**src/rtl/fnn_pkg.sv**
```systemverilog
// Shared types and constants for the fully connected layer sequencer.
//   seq_state_t    : sequencer FSM states
//   FNN_DATA_WIDTH : default sample / neuron-output width
//   clog2_min1     : $clog2 clamped to at least 1 bit, for counter widths
package fnn_pkg;

  typedef enum logic [1:0] {IDLE, FEED, WAIT, DRAIN} seq_state_t;

  localparam int unsigned FNN_DATA_WIDTH = 16;

  // Counter widths must never collapse to zero bits for degenerate parameters.
  function automatic int unsigned clog2_min1(input int unsigned n);
    return (n < 2) ? 1 : $clog2(n);
  endfunction

endpackage

```
**src/rtl/fnn_layer_sequencer_if.sv**
```systemverilog
// Handshake bundle between the layer sequencer and its environment.
//   in_*         : upstream sample stream (valid/ready)
//   neuron_in*   : broadcast beat to every neuron
//   neuron_out*  : packed neuron results and per-neuron valid pulses
//   out_*        : serialized layer output stream (valid/ready, last)
// Modport master is the sequencer side, slave the environment side.
interface fnn_layer_sequencer_if
  import fnn_pkg::*;
#(
  parameter int unsigned DATA_WIDTH = FNN_DATA_WIDTH,
  parameter int unsigned NUM_NEURON = 30
);
  logic [DATA_WIDTH-1:0]            in_data;
  logic                             in_valid;
  logic                             in_ready;
  logic [DATA_WIDTH-1:0]            neuron_in;
  logic                             neuron_in_valid;
  logic [NUM_NEURON*DATA_WIDTH-1:0] neuron_out;
  logic [NUM_NEURON-1:0]            neuron_outvalid;
  logic [DATA_WIDTH-1:0]            out_data;
  logic                             out_valid;
  logic                             out_ready;
  logic                             out_last;

  modport master (
    input  in_data, in_valid, neuron_out, neuron_outvalid, out_ready,
    output in_ready, neuron_in, neuron_in_valid, out_data, out_valid, out_last
  );

  modport slave (
    output in_data, in_valid, neuron_out, neuron_outvalid, out_ready,
    input  in_ready, neuron_in, neuron_in_valid, out_data, out_valid, out_last
  );
endinterface

```
**src/rtl/fnn_out_capture.sv**
```systemverilog
// Capture bank for neuron results plus the drain multiplexer.
//   capture_en_i   : accept outvalid pulses this cycle (WAIT only)
//   clear_i        : drop all capture flags (end of drain)
//   outvalid_i     : per-neuron result pulses
//   neuron_out_i   : packed neuron results, neuron i at [i*DATA_WIDTH +: DATA_WIDTH]
//   idx_i          : neuron slot selected for draining
//   all_captured_o : every slot captured, including pulses arriving this cycle
//   data_o         : selected slot, or 0 when that slot was never captured
module fnn_out_capture
  import fnn_pkg::*;
#(
  parameter int unsigned NUM_NEURON = 30,
  parameter int unsigned DATA_WIDTH = FNN_DATA_WIDTH
) (
  input  logic                                   clk,
  input  logic                                   rst_n,
  input  logic                                   capture_en_i,
  input  logic                                   clear_i,
  input  logic [NUM_NEURON-1:0]                  outvalid_i,
  input  logic [NUM_NEURON*DATA_WIDTH-1:0]       neuron_out_i,
  input  logic [clog2_min1(NUM_NEURON)-1:0]      idx_i,
  output logic                                   all_captured_o,
  output logic [DATA_WIDTH-1:0]                  data_o
);
  localparam int unsigned IdxW = clog2_min1(NUM_NEURON);

  logic [DATA_WIDTH-1:0] bank_q [NUM_NEURON];
  logic [DATA_WIDTH-1:0] bank_d [NUM_NEURON];
  logic [NUM_NEURON-1:0] mask_q, mask_d, hit;

  // Only the first pulse per slot is kept; repeats are masked off.
  assign hit            = capture_en_i ? (outvalid_i & ~mask_q) : '0;
  assign all_captured_o = &(mask_q | hit);

  always_comb begin
    mask_d = clear_i ? '0 : (mask_q | hit);
    for (int i = 0; i < NUM_NEURON; i++) begin
      bank_d[i] = hit[i] ? neuron_out_i[i*DATA_WIDTH +: DATA_WIDTH] : bank_q[i];
    end
  end

  // Stale bank contents from an earlier run must never leak: gate by mask.
  always_comb begin
    data_o = '0;
    for (int i = 0; i < NUM_NEURON; i++) begin
      if (idx_i == IdxW'(i) && mask_q[i]) data_o = bank_q[i];
    end
  end

  always_ff @(posedge clk or negedge rst_n) begin
    if (!rst_n) begin
      mask_q <= '0;
      for (int i = 0; i < NUM_NEURON; i++) bank_q[i] <= '0;
    end else begin
      mask_q <= mask_d;
      for (int i = 0; i < NUM_NEURON; i++) bank_q[i] <= bank_d[i];
    end
  end
endmodule

```
**src/rtl/fnn_layer_sequencer.sv**
```systemverilog
// Sequences one fully connected layer through one inference: broadcasts
// NUM_INPUT samples to all neurons, collects every neuron result, then drains
// the results in neuron order on a valid/ready stream.
//   clk, rst_n    : clock and asynchronous active-low reset
//   bus           : handshake bundle (master side)
//   busy_o        : FSM not idle
//   layer_done_o  : pulse in the cycle the last output beat is accepted
//   timeout_err_o : sticky, set when WAIT gives up on missing neuron results
module fnn_layer_sequencer
  import fnn_pkg::*;
#(
  parameter int unsigned NUM_INPUT    = 784,
  parameter int unsigned NUM_NEURON   = 30,
  parameter int unsigned DATA_WIDTH   = FNN_DATA_WIDTH,
  parameter int unsigned WAIT_TIMEOUT = 1023
) (
  input  logic                         clk,
  input  logic                         rst_n,
  fnn_layer_sequencer_if.master        bus,
  output logic                         busy_o,
  output logic                         layer_done_o,
  output logic                         timeout_err_o
);
  localparam int unsigned CntW = clog2_min1(NUM_INPUT + 1);
  localparam int unsigned IdxW = clog2_min1(NUM_NEURON);
  localparam int unsigned TmoW = clog2_min1(WAIT_TIMEOUT + 1);
  localparam logic [CntW-1:0] LastSample = CntW'(NUM_INPUT - 1);
  localparam logic [IdxW-1:0] LastIdx    = IdxW'(NUM_NEURON - 1);
  localparam logic [TmoW-1:0] TmoLast    = (WAIT_TIMEOUT == 0) ? '0 : TmoW'(WAIT_TIMEOUT - 1);

  seq_state_t            state_q, state_d;
  logic [CntW-1:0]       cnt_q, cnt_d;
  logic [TmoW-1:0]       tmo_q, tmo_d;
  logic [IdxW-1:0]       idx_q, idx_d;
  logic                  err_q, err_d;
  logic                  in_ready_q, in_ready_d;
  logic [DATA_WIDTH-1:0] nin_q, nin_d;
  logic                  ninv_q, ninv_d;
  logic                  accept, beat_fire, last_beat, tmo_hit, drain_end, all_captured;
  logic [DATA_WIDTH-1:0] cap_data;

  assign accept    = bus.in_valid & in_ready_q;
  assign beat_fire = (state_q == DRAIN) & bus.out_ready;
  assign last_beat = (idx_q == LastIdx);
  assign drain_end = beat_fire & last_beat;
  // tmo_q counts completed WAIT cycles; the hit fires on the WAIT_TIMEOUT-th one.
  assign tmo_hit   = (WAIT_TIMEOUT != 0) && (tmo_q == TmoLast);

  fnn_out_capture #(
    .NUM_NEURON (NUM_NEURON),
    .DATA_WIDTH (DATA_WIDTH)
  ) u_capture (
    .clk            (clk),
    .rst_n          (rst_n),
    .capture_en_i   (state_q == WAIT),
    .clear_i        (drain_end),
    .outvalid_i     (bus.neuron_outvalid),
    .neuron_out_i   (bus.neuron_out),
    .idx_i          (idx_q),
    .all_captured_o (all_captured),
    .data_o         (cap_data)
  );

  // State register
  always_ff @(posedge clk or negedge rst_n) begin
    if (!rst_n) state_q <= IDLE;
    else        state_q <= state_d;
  end

  // Next-state logic
  always_comb begin
    state_d = state_q;
    unique case (state_q)
      IDLE:    state_d = FEED;
      FEED:    if (accept && cnt_q == LastSample) state_d = WAIT;
      WAIT:    if (all_captured || tmo_hit) state_d = DRAIN;
      DRAIN:   if (drain_end) state_d = IDLE;
      default: state_d = IDLE;
    endcase
  end

  // Counters, input register and registered in_ready
  always_comb begin
    cnt_d      = cnt_q;
    tmo_d      = tmo_q;
    idx_d      = idx_q;
    err_d      = err_q;
    nin_d      = nin_q;
    ninv_d     = accept;
    in_ready_d = (state_d == FEED);
    if (accept) begin
      cnt_d = cnt_q + CntW'(1);
      nin_d = bus.in_data;
    end
    if (state_q == WAIT) begin
      tmo_d = tmo_q + TmoW'(1);
      if (tmo_hit && !all_captured) err_d = 1'b1;
    end
    if (beat_fire) idx_d = idx_q + IdxW'(1);
    if (drain_end) begin
      cnt_d = '0;
      tmo_d = '0;
      idx_d = '0;
    end
  end

  always_ff @(posedge clk or negedge rst_n) begin
    if (!rst_n) begin
      cnt_q      <= '0;
      tmo_q      <= '0;
      idx_q      <= '0;
      err_q      <= 1'b0;
      nin_q      <= '0;
      ninv_q     <= 1'b0;
      in_ready_q <= 1'b0;
    end else begin
      cnt_q      <= cnt_d;
      tmo_q      <= tmo_d;
      idx_q      <= idx_d;
      err_q      <= err_d;
      nin_q      <= nin_d;
      ninv_q     <= ninv_d;
      in_ready_q <= in_ready_d;
    end
  end

  // Outputs
  always_comb begin
    busy_o          = (state_q != IDLE);
    bus.out_valid   = (state_q == DRAIN);
    bus.out_data    = (state_q == DRAIN) ? cap_data : '0;
    bus.out_last    = (state_q == DRAIN) & last_beat;
    layer_done_o    = drain_end;
    timeout_err_o   = err_q;
    bus.in_ready    = in_ready_q;
    bus.neuron_in   = nin_q;
    bus.neuron_in_valid = ninv_q;
  end
endmodule

```
**src/flat_wrapper.sv**
```systemverilog
// flat-port wrapper written by rule: the top's interface ports become plain ports
module fnn_layer_sequencer_flat import fnn_pkg::*;
#(
  parameter int unsigned NUM_INPUT    = 784,
  parameter int unsigned NUM_NEURON   = 30,
  parameter int unsigned DATA_WIDTH   = FNN_DATA_WIDTH,
  parameter int unsigned WAIT_TIMEOUT = 1023
)
  (clk, rst_n, busy_o, layer_done_o, timeout_err_o, bus_in_data, bus_in_valid, bus_neuron_out, bus_neuron_outvalid, bus_out_ready, bus_in_ready, bus_neuron_in, bus_neuron_in_valid, bus_out_data, bus_out_valid, bus_out_last);
  fnn_layer_sequencer_if #(.DATA_WIDTH(DATA_WIDTH), .NUM_NEURON(NUM_NEURON)) bus_i ();
  input  logic clk;
  input  logic rst_n;
  output logic busy_o;
  output logic layer_done_o;
  output logic timeout_err_o;
  input wire logic [$bits(bus_i.in_data)-1:0] bus_in_data;
  input wire logic [$bits(bus_i.in_valid)-1:0] bus_in_valid;
  input wire logic [$bits(bus_i.neuron_out)-1:0] bus_neuron_out;
  input wire logic [$bits(bus_i.neuron_outvalid)-1:0] bus_neuron_outvalid;
  input wire logic [$bits(bus_i.out_ready)-1:0] bus_out_ready;
  output wire logic [$bits(bus_i.in_ready)-1:0] bus_in_ready;
  output wire logic [$bits(bus_i.neuron_in)-1:0] bus_neuron_in;
  output wire logic [$bits(bus_i.neuron_in_valid)-1:0] bus_neuron_in_valid;
  output wire logic [$bits(bus_i.out_data)-1:0] bus_out_data;
  output wire logic [$bits(bus_i.out_valid)-1:0] bus_out_valid;
  output wire logic [$bits(bus_i.out_last)-1:0] bus_out_last;
  assign bus_i.in_data = bus_in_data;
  assign bus_i.in_valid = bus_in_valid;
  assign bus_i.neuron_out = bus_neuron_out;
  assign bus_i.neuron_outvalid = bus_neuron_outvalid;
  assign bus_i.out_ready = bus_out_ready;
  assign bus_in_ready = bus_i.in_ready;
  assign bus_neuron_in = bus_i.neuron_in;
  assign bus_neuron_in_valid = bus_i.neuron_in_valid;
  assign bus_out_data = bus_i.out_data;
  assign bus_out_valid = bus_i.out_valid;
  assign bus_out_last = bus_i.out_last;
  fnn_layer_sequencer #(.NUM_INPUT(NUM_INPUT), .NUM_NEURON(NUM_NEURON), .DATA_WIDTH(DATA_WIDTH), .WAIT_TIMEOUT(WAIT_TIMEOUT)) u_core (.clk(clk), .rst_n(rst_n), .bus(bus_i), .busy_o(busy_o), .layer_done_o(layer_done_o), .timeout_err_o(timeout_err_o));
endmodule
```
**config.mk**
```make
export PLATFORM = sky130hd
export DESIGN_NAME = fnn_layer_sequencer_flat
export DESIGN_NICKNAME = d
export VERILOG_FILES = /design/src/rtl/fnn_pkg.sv /design/src/rtl/fnn_layer_sequencer_if.sv /design/src/rtl/fnn_out_capture.sv /design/src/rtl/fnn_layer_sequencer.sv /design/src/flat_wrapper.sv
export SDC_FILE = /design/constraint.sdc
export NUM_CORES = 1
export LEC_CHECK = 0
export ABC_AREA = 1
export ABC_CLOCK_PERIOD_IN_PS = 4800
export BUFFER_PORTS_ARGS = -buffer_cell sky130_fd_sc_hd__buf_2
export CORE_ASPECT_RATIO = 0.5
export CORE_MARGIN = 2
export CORE_UTILIZATION = 57
export CTS_BUF_LIST = sky130_fd_sc_hd__clkbuf_8
export DETAILED_ROUTE_END_ITERATION = 16
export PLACE_DENSITY = 0.84
export SLEW_MARGIN = 40
export SYNTH_ARGS = -nofsm -noshare
export SYNTH_HDL_FRONTEND = slang
export SYNTH_SLANG_ARGS = --single-unit
```
**constraint.sdc**
```tcl
create_clock -name clk -period 4.8 [get_ports clk]
set_clock_uncertainty 0.15 [all_clocks]
set_input_delay 0.72 -clock clk [delete_from_list [all_inputs] [get_ports clk]]
set_output_delay 0.72 -clock clk [all_outputs]
set_load 0.03 [all_outputs]
```
==> results of run 1 <==
-- sequential cells by signal, summed over array words and instances, names as in the netlist, 2 cells and up --
signal                   count
u_core.cnt_q                10
u_core.state_q               2
u_core.idx_q                 5
u_core.u_capture.mask_q     30
u_core.bus.neuron_in        16
u_core.u_capture.bank_q    480
u_core.tmo_q                10
-- cells by family after synthesis --
| logic type | after synthesis | synth area share, % |
|---|---|---|
| compound gates | 210 | 4.28 |
| fa+ha+maj | 8 | 0.377 |
| buf+inv | 309 | 4.89 |
| simple gates | 1117 | 19.3 |
| xor+xnor | 3 | 0.0989 |
| mux | 440 | 18.6 |
| flops | 556 | 52.4 |
-- worst max path at each step --
stage                             endpoint
after floorplan            bus_out_data[4]
after global placement     bus_out_data[3]
after detailed placement   bus_out_data[3]
after CTS                 bus_out_data[11]
after global routing       bus_out_data[4]
final                     bus_out_data[10]
-- cell type report --
class / count / area [µm²] / share of cell area [%]
Sequential cell: 556 / 13900 / 41.0
Multi-Input combinational cell: 1778 / 12500 / 36.9
Timing Repair Buffer: 717 / 4360 / 12.8
Clock buffer: 97 / 1340 / 3.93
Tap cell: 627 / 785 / 2.31
Inverter: 189 / 719 / 2.12
Clock inverter: 44 / 253 / 0.744
Antenna cell: 25 / 62.6 / 0.184
-- critical path: cells and delay by family (launching register included) --
| family | cells | cell delay [ns] |
|---|---|---|
| and+or+nand+nor | 29 | 2.64 |
| buffers and inverters | 5 | 0.67 |
| DFF | 1 | 0.41 |
| AOI/OAI and AO/OA | 3 | 0.36 |
-- per-stage QoR --
step / instance area [µm²] / setup TNS [ns] / power, W / hold WS (ns)
floorplan: 26600 / 0 / 0.00500 / 0.274
global placement: 30700 / -0.865 / 0.00543 / 0.292
detailed placement: 30700 / -1.68 / 0.00544 / 0.296
CTS: 33200 / -11.11 / 0.00923 / 0.0398
global route: 34000 / -15.73 / 0.00953 / 0.0504
finish: 34000 / -11.65 / 0.00924 / 0.0688
-- layout by cell type (no fill, tap or decap), drive strengths merged, types with 2 or more instances in the layout --
cell type and count:
o21bai 2, buf 714, a21boi 2, nand2 470
diode 25, nand4 17, nor3 37, o211ai 8
a21oi 129, nor4 5, ha 8, o21ai 62
xnor2 2, dfrtp 556, or2 130, clkinv 18
and3 2, inv 213, nand3 317, clkbuf 98
nor2 137, mux2 440, o22ai 2
-- repair_timing --
item | in CTS | in global routing
pin swaps | 107 | 135
gates resized for setup | 174 | 134
hold buffers | 1 | 0
cloned | 2 | 1
setup endpoints to repair | 16 | 16
hold endpoints to repair | 83 | 0
setup buffers | 20 | 15
-- power by group through the flow --
stage	clock network [W]	logic, W	registers [W]
after floorplan	0	0.000130	0.00487
after global placement	0	0.000576	0.00485
after detailed placement	0	0.000583	0.00485
after CTS	0.00386	0.000602	0.00477
after global routing	0.00409	0.000671	0.00477
final	0.00386	0.000618	0.00477
-- layer usage --
| layer | wire length, µm | track usage [%] |
|---|---|---|
| met1 | 33900 | 44.5 |
| met2 | 42500 | 57.0 |
| met3 | 6430 | 7.08 |
| met4 | 6850 | 26.0 |
| met5 | 0 | 0 |
-- synthesized netlist by cell type (4+ instances only) --
| library cell | instances |
|---|---|
| a21oi_1 | 120 |
| a21oi_2 | 9 |
| buf_2 | 24 |
| buf_4 | 13 |
| buf_6 | 4 |
| clkbuf_1 | 72 |
| clkinv_1 | 8 |
| dfrtp_1 | 556 |
| ha_1 | 8 |
| inv_1 | 171 |
| inv_2 | 9 |
| mux2_2 | 440 |
| nand2_1 | 468 |
| nand3_1 | 315 |
| nand4_1 | 16 |
| nor2_1 | 132 |
| nor3_1 | 29 |
| nor3_2 | 4 |
| nor3_4 | 4 |
| nor4_1 | 5 |
| o211ai_1 | 8 |
| o21ai_0 | 57 |
| o21ai_1 | 4 |
| or2_1 | 6 |
| or2_2 | 123 |
==> run summary, run 1 <==
DRC viols: 0
Worst R2R Setup Slack: 1.33 ns
Reg2reg start: u_core.state_q[0]
Initial antenna violation count: 25
EDFF count, synth: 0
Non-Filler Instances: 4,033
Vias/cell: 5.78
Combinational share of power: 6.7%
Max clock buf depth: 3
MaxCap Viol Count: 0
Die W: 309 µm
Post-synthesis area per instance: 10.1 µm²
Status: complete, but fails checks
Cell area after synthesis: 26,600 µm²
Worst r2r dst: u_core.timeout_err_o
Vias: 23.3k
Hold Path End: u_core.bus.neuron_in[6]
Area contributors post-synth: dfrtp_1 (52%), mux2_2 (19%), nand2_1 (6.6%)
DP Worst Slack: -0.264 ns
Leakage: 18.7 nW
Starting density of the core: 58.2%
Final setup violation count: 16
Final hold violations: 0
CORE AREA: 45,600 µm²
Post-Place Cells: 3,830
WP data required: 3.93 ns
Max rail drop VDD: 242 µV
Critical Path Start Type: register
1st-iter DRT viols: 2,552
Placement Rows: 55
Filler Cells Inserted: 3,078
Largest net degree at the start of global routing: 110
Yosys top cell area share: 52.4%
Area Overhead vs Synth: 27.9%
Worst setup margin: -0.875 ns
Sw Pwr: 0.00236 W
Root Buffer Master: clkbuf_8
Fin util: 74.4%
Measured slew at the worst slew-check pin: 0.801 ns
Worst skew pair latency: 0.71 ns
Sequential area share after synthesis: 52.4%
Flop pwr share: 51.6%
Hold Crit Depth: 3
Cells after synthesis: 2,643
Drt wl/cell: 22.2 µm
Slowest CP cell: dfrtp_1
Share of cells above drive strength 1: 49.8%
Setup crit start: u_core.idx_q[3]
Most used cell, CP: nand3_2
Port-buffer cells: 568
Final ANT Viol Nets: 0
Clock sinks: 556
Die Height: 157 µm
Yosys reg bits: 556
Die area: 48,500 µm²
I/O pin cnt: 569
Fin crit share: 118%
Layout Nets: 3,859
Total congestion overflow: 0
Min cycle time layout: 5.68 ns
CP Data Arrival Time: 4.81 ns
Relative slew slack: 46.2%
DRT Wirelength: 89.7 mm
CP endpoint kind: output port
Slowest stage delay, CP: 0.41 ns
Clock buffer count from CTS: 79
Post-synth cell types: 50
Failing checks: negative setup slack
HP Class: in2reg
CTS tree: built
Synth Flop Type: dfrtp_1
Sw frac: 25.5%
CP Max Fanout: 8
DP HPWL: 63.8 mm
Asr flop ratio synth: 100%
Clock Power Share: 41.7%
CTS clk-pin slew, worst paths: 0.07 ns
RSZ-0062 raised after global routing: yes
Synth Net Count: 3,181
Drt pass-1 iters: 6
First-pass GRT wire length: 131 mm
Number of synthesis warnings: 0
Internal power: 0.00688 W
H-Tree Depth: 3
Hold Startpoint: bus_in_data[6]
PD cells: 272 nW/µm²
Synth area leader: dfrtp_1
GRT Resource Usage Total: 36.0%
Max frequency: 176 MHz
RePlAce Congestion: 0.974
Reg2Reg Depth: 10
Vias in the first global route: 23.4k
Setup CP Type: reg2out
Slew Limit Fails: 0
Power figures use the tool's default switching activity.
==> inputs of run 2 (changes only) <==
--- a/config.mk
+++ b/config.mk
@@ -5,7 +5,6 @@
 export SDC_FILE = /design/constraint.sdc
 export NUM_CORES = 1
 export LEC_CHECK = 0
-export ABC_AREA = 1
 export ABC_CLOCK_PERIOD_IN_PS = 4800
 export BUFFER_PORTS_ARGS = -buffer_cell sky130_fd_sc_hd__buf_2
 export CORE_ASPECT_RATIO = 0.5
==> run summary, run 2 <==
Filler Cells Inserted: 3,219 (+4.6%)
RePlAce Congestion: 1.01 (+3.6%)
Area contributors post-synth: dfrtp_1 (54%), mux2_2 (21%), nor2_1 (2.7%)
Commonest non-fill, non-tap cell in the layout: buf_2
Synth area leader: dfrtp_1
Die W: 305 µm (-1.5%)
Final hold violations: 0 (unchanged)
HP Class: in2reg
Max reg flops: 480 (unchanged)
Vias/cell: 6.43 (+11%)
Starting density of the core: 57.4% (-0.85 points)
Commonest non-fill, non-tap cells in the layout: buf_2 (566), dfrtp_1 (554), mux2_2 (475), nor2_1 (179), nand2_1 (150)
Final setup violation count: 0 (-16)
Power, Total: 0.00919 W (-0.61%)
Initial antenna violation count: 24 (-4.0%)
Critical Path Start Type: register
DRT Wirelength: 94.4 mm (+5.2%)
Vias in the first global route: 22.5k (-3.8%)
Post-synth cell types: 78 (+56%)
Cells after synthesis: 2,179 (-18%)
Synth Flop Type: dfrtp_1
Area Overhead vs Synth: 22.6%
Clock sinks: 556 (unchanged)
Cell chain of the critical path: inv_1 -> ha_1 -> nor2b_4 -> and3_1 -> buf_6 -> a22oi_1 -> o211ai_1 -> o21ai_1 -> a311o_1 -> a31oi_1 -> buf_2
Largest net degree at the start of global routing: 104 (-5.5%)
Number of synthesis warnings: 0 (unchanged)
Post-synthesis area per instance: 11.8 µm² (+18%)
Yosys reg bits: 556 (unchanged)
Setup CP Type: reg2out
Measured slew at the worst slew-check pin: 0.825 ns (+0.0241 ns)
MaxCap Viol Count: 0 (unchanged)
Status: completed
CTS tree: built
Commonest cells post-synth: dfrtp_1 (556), mux2_2 (475), nor2_1 (186)
Worst skew pair latency: 0.67 ns (-0.04 ns)
Root Buffer Master: clkbuf_8
Leakage: 16.3 nW (-13%)
Slew Limit Fails: 0 (unchanged)
Placement Rows: 55 (unchanged)
EDFF count, synth: 0 (unchanged)
Count leader, synth: dfrtp_1
CTS clk-pin slew, worst paths: 0.07 ns (about the same)
Buf/Inv on CP: 3 (-2)
Final ANT Viol Nets: 0 (unchanged)
DP Worst Slack: 0.294 ns (+0.558 ns)
Drt pass-1 iters: 6 (unchanged)
WP data required: 3.93 ns (about the same)
Die area: 47,100 µm² (-2.9%)
Layout Nets: 3,340 (-13%)
First-pass GRT wire length: 139 mm (+6.0%)
Max rail drop VDD: 299 µV (+24%)
CP endpoint kind: output port
Top reg by flops: u_core.u_capture.bank_q
Min cycle time layout: 4.73 ns (-0.944 ns)
CP Data Arrival Time: 3.86 ns (-0.95 ns)
Relative slew slack: 44.7% (-1.5 points)
Fin crit share: 98.6% (-20 points)
Slowest stage delay, CP: 0.46 ns (+0.05 ns)
Sequential area share after synthesis: 54.0% (+1.6 points)
Crit path max-delay family: compound AO/OA/AOI/OAI gates
Clock buffer count from CTS: 78 (-1.3%)
Max clock buf depth: 3 (unchanged)
Total congestion overflow: 0 (unchanged)
CORE AREA: 44,900 µm² (-1.5%)
Cell area after synthesis: 25,800 µm² (-3.0%)
PD cells: 291 nW/µm² (+6.8%)
I/O pin cnt: 569 (unchanged)
Slowest CP cell: dfrtp_2
Vias: 22.3k (-4.1%)
Die Height: 154 µm (-1.4%)
Synth Net Count: 2,717 (-15%)
CP Max Fanout: 18 (+10)
Yosys top cell area share: 54.0% (+1.6 points)
GRT Resource Usage Total: 39.7% (+3.7 points)
Drt wl/cell: 27.1 µm (+22%)
H-Tree Depth: 3 (unchanged)
Port-buffer cells: 568 (unchanged)
Asr flop ratio synth: 100% (unchanged)
Share of cells above drive strength 1: 46.3% (-3.5 points)
DP HPWL: 71.2 mm (+11%)
Worst setup margin: 0.0685 ns (+0.944 ns)
DRC viols: 0 (unchanged)
Max frequency: 211 MHz (+20%)
1st-iter DRT viols: 3,036 (+19%)
RSZ-0062 raised after global routing: yes
## run 2: layout make-up
type / count / area (µm²) / share of cell area, %
flip-flops and latches: 556 / 13900 / 44.0
repair buffers: 669 / 3700 / 11.7
clock buffers: 99 / 1360 / 4.31
multi-input cells: 1482 / 11500 / 36.4
clock inverters: 37 / 269 / 0.851
inverters: 15 / 56.3 / 0.178
diodes: 21 / 52.6 / 0.166
well taps: 598 / 748 / 2.37
## run 2: report_power, final
group / switching, W / total (W) / leakage [nW] / internal (W)
Sequential: 0.0000341 / 0.00476 / 7.64 / 0.00472
Combinational: 0.000272 / 0.000478 / 7.75 / 0.000206
Clock: 0.00188 / 0.00395 / 0.924 / 0.00207
Total: 0.00219 / 0.00919 / 16.3 / 0.00700
## run 2: final timing paths
| check | start | endpoint | slack (ns) | cells past startpoint |
|---|---|---|---|---|
| worst max-delay path | u_core.idx_q[0] | bus_out_data[4] | 0.07 | 11 |
| worst min-delay path | bus_in_data[9] | u_core.bus.neuron_in[9] | 0.09 | 3 |
| worst max register to register | u_core.state_q[0] | u_core.timeout_err_o | 1.64 | 7 |
| worst min register to register | u_core.bus.neuron_in[9] | u_core.bus.neuron_in[9] | 0.32 | 2 |
| max in group asynchronous | rst_n | u_core.u_capture.bank_q[426] | 2.74 | 4 |
| min in group asynchronous | rst_n | u_core.u_capture.bank_q[0] | 0.41 | 2 |
## run 2: cells by family (layout without fill, tap and decap cells)
family | count (synthesis) | in the layout | synth area share [%]
AND/OR/NAND/NOR | 577 | 577 | 10.5
flip-flops | 556 | 556 | 54.0
multiplexers | 475 | 475 | 20.7
AO/OA/AOI/OAI | 406 | 406 | 11.4
buffers and inverters | 141 | 820 | 2.48
XOR/XNOR | 16 | 16 | 0.543
adder cells (fa/ha/maj) | 8 | 8 | 0.388
other | 0 | 21 | 0
## run 2: what timing repair did
action	CTS	global route
endpoints found under the hold margin	36	0
gates resized for setup	22	38
buffers inserted	0	4
hold buffers	1	0
pin swaps	0	4
endpoints found under the setup margin	13	15
cloned	0	0
## run 2: per-layer routing
metal	vias to the layer above	GRT usage (%)	routed length [µm]
li1	9340	-	-
met1	11300	51.2	35800
met2	1365	62.5	43900
met3	330	9.78	9360
met4	2	21.4	5360
met5	-	0	7
## run 2: tightest hold or removal path, delay by kind of cell
kind,cells,cell delay (ns)
simple gates,2,0.08
buf+inv,1,0.07
## run 2: metrics by stage
step / util [%] / cells / instance area (µm²) / hold slack (ns) / setup TNS (ns)
floorplan: - / 2179 / 25800 / 0.274 / 0
global placement: 65.8 / 3313 / 29600 / 0.295 / 0
detailed placement: 65.9 / 3314 / 29600 / 0.307 / 0
CTS: 69.8 / 3451 / 31400 / 0.0554 / 0
global route: 70.4 / 3477 / 31600 / 0.0728 / -0.00443
finish: 70.4 / 3477 / 31600 / 0.0907 / 0
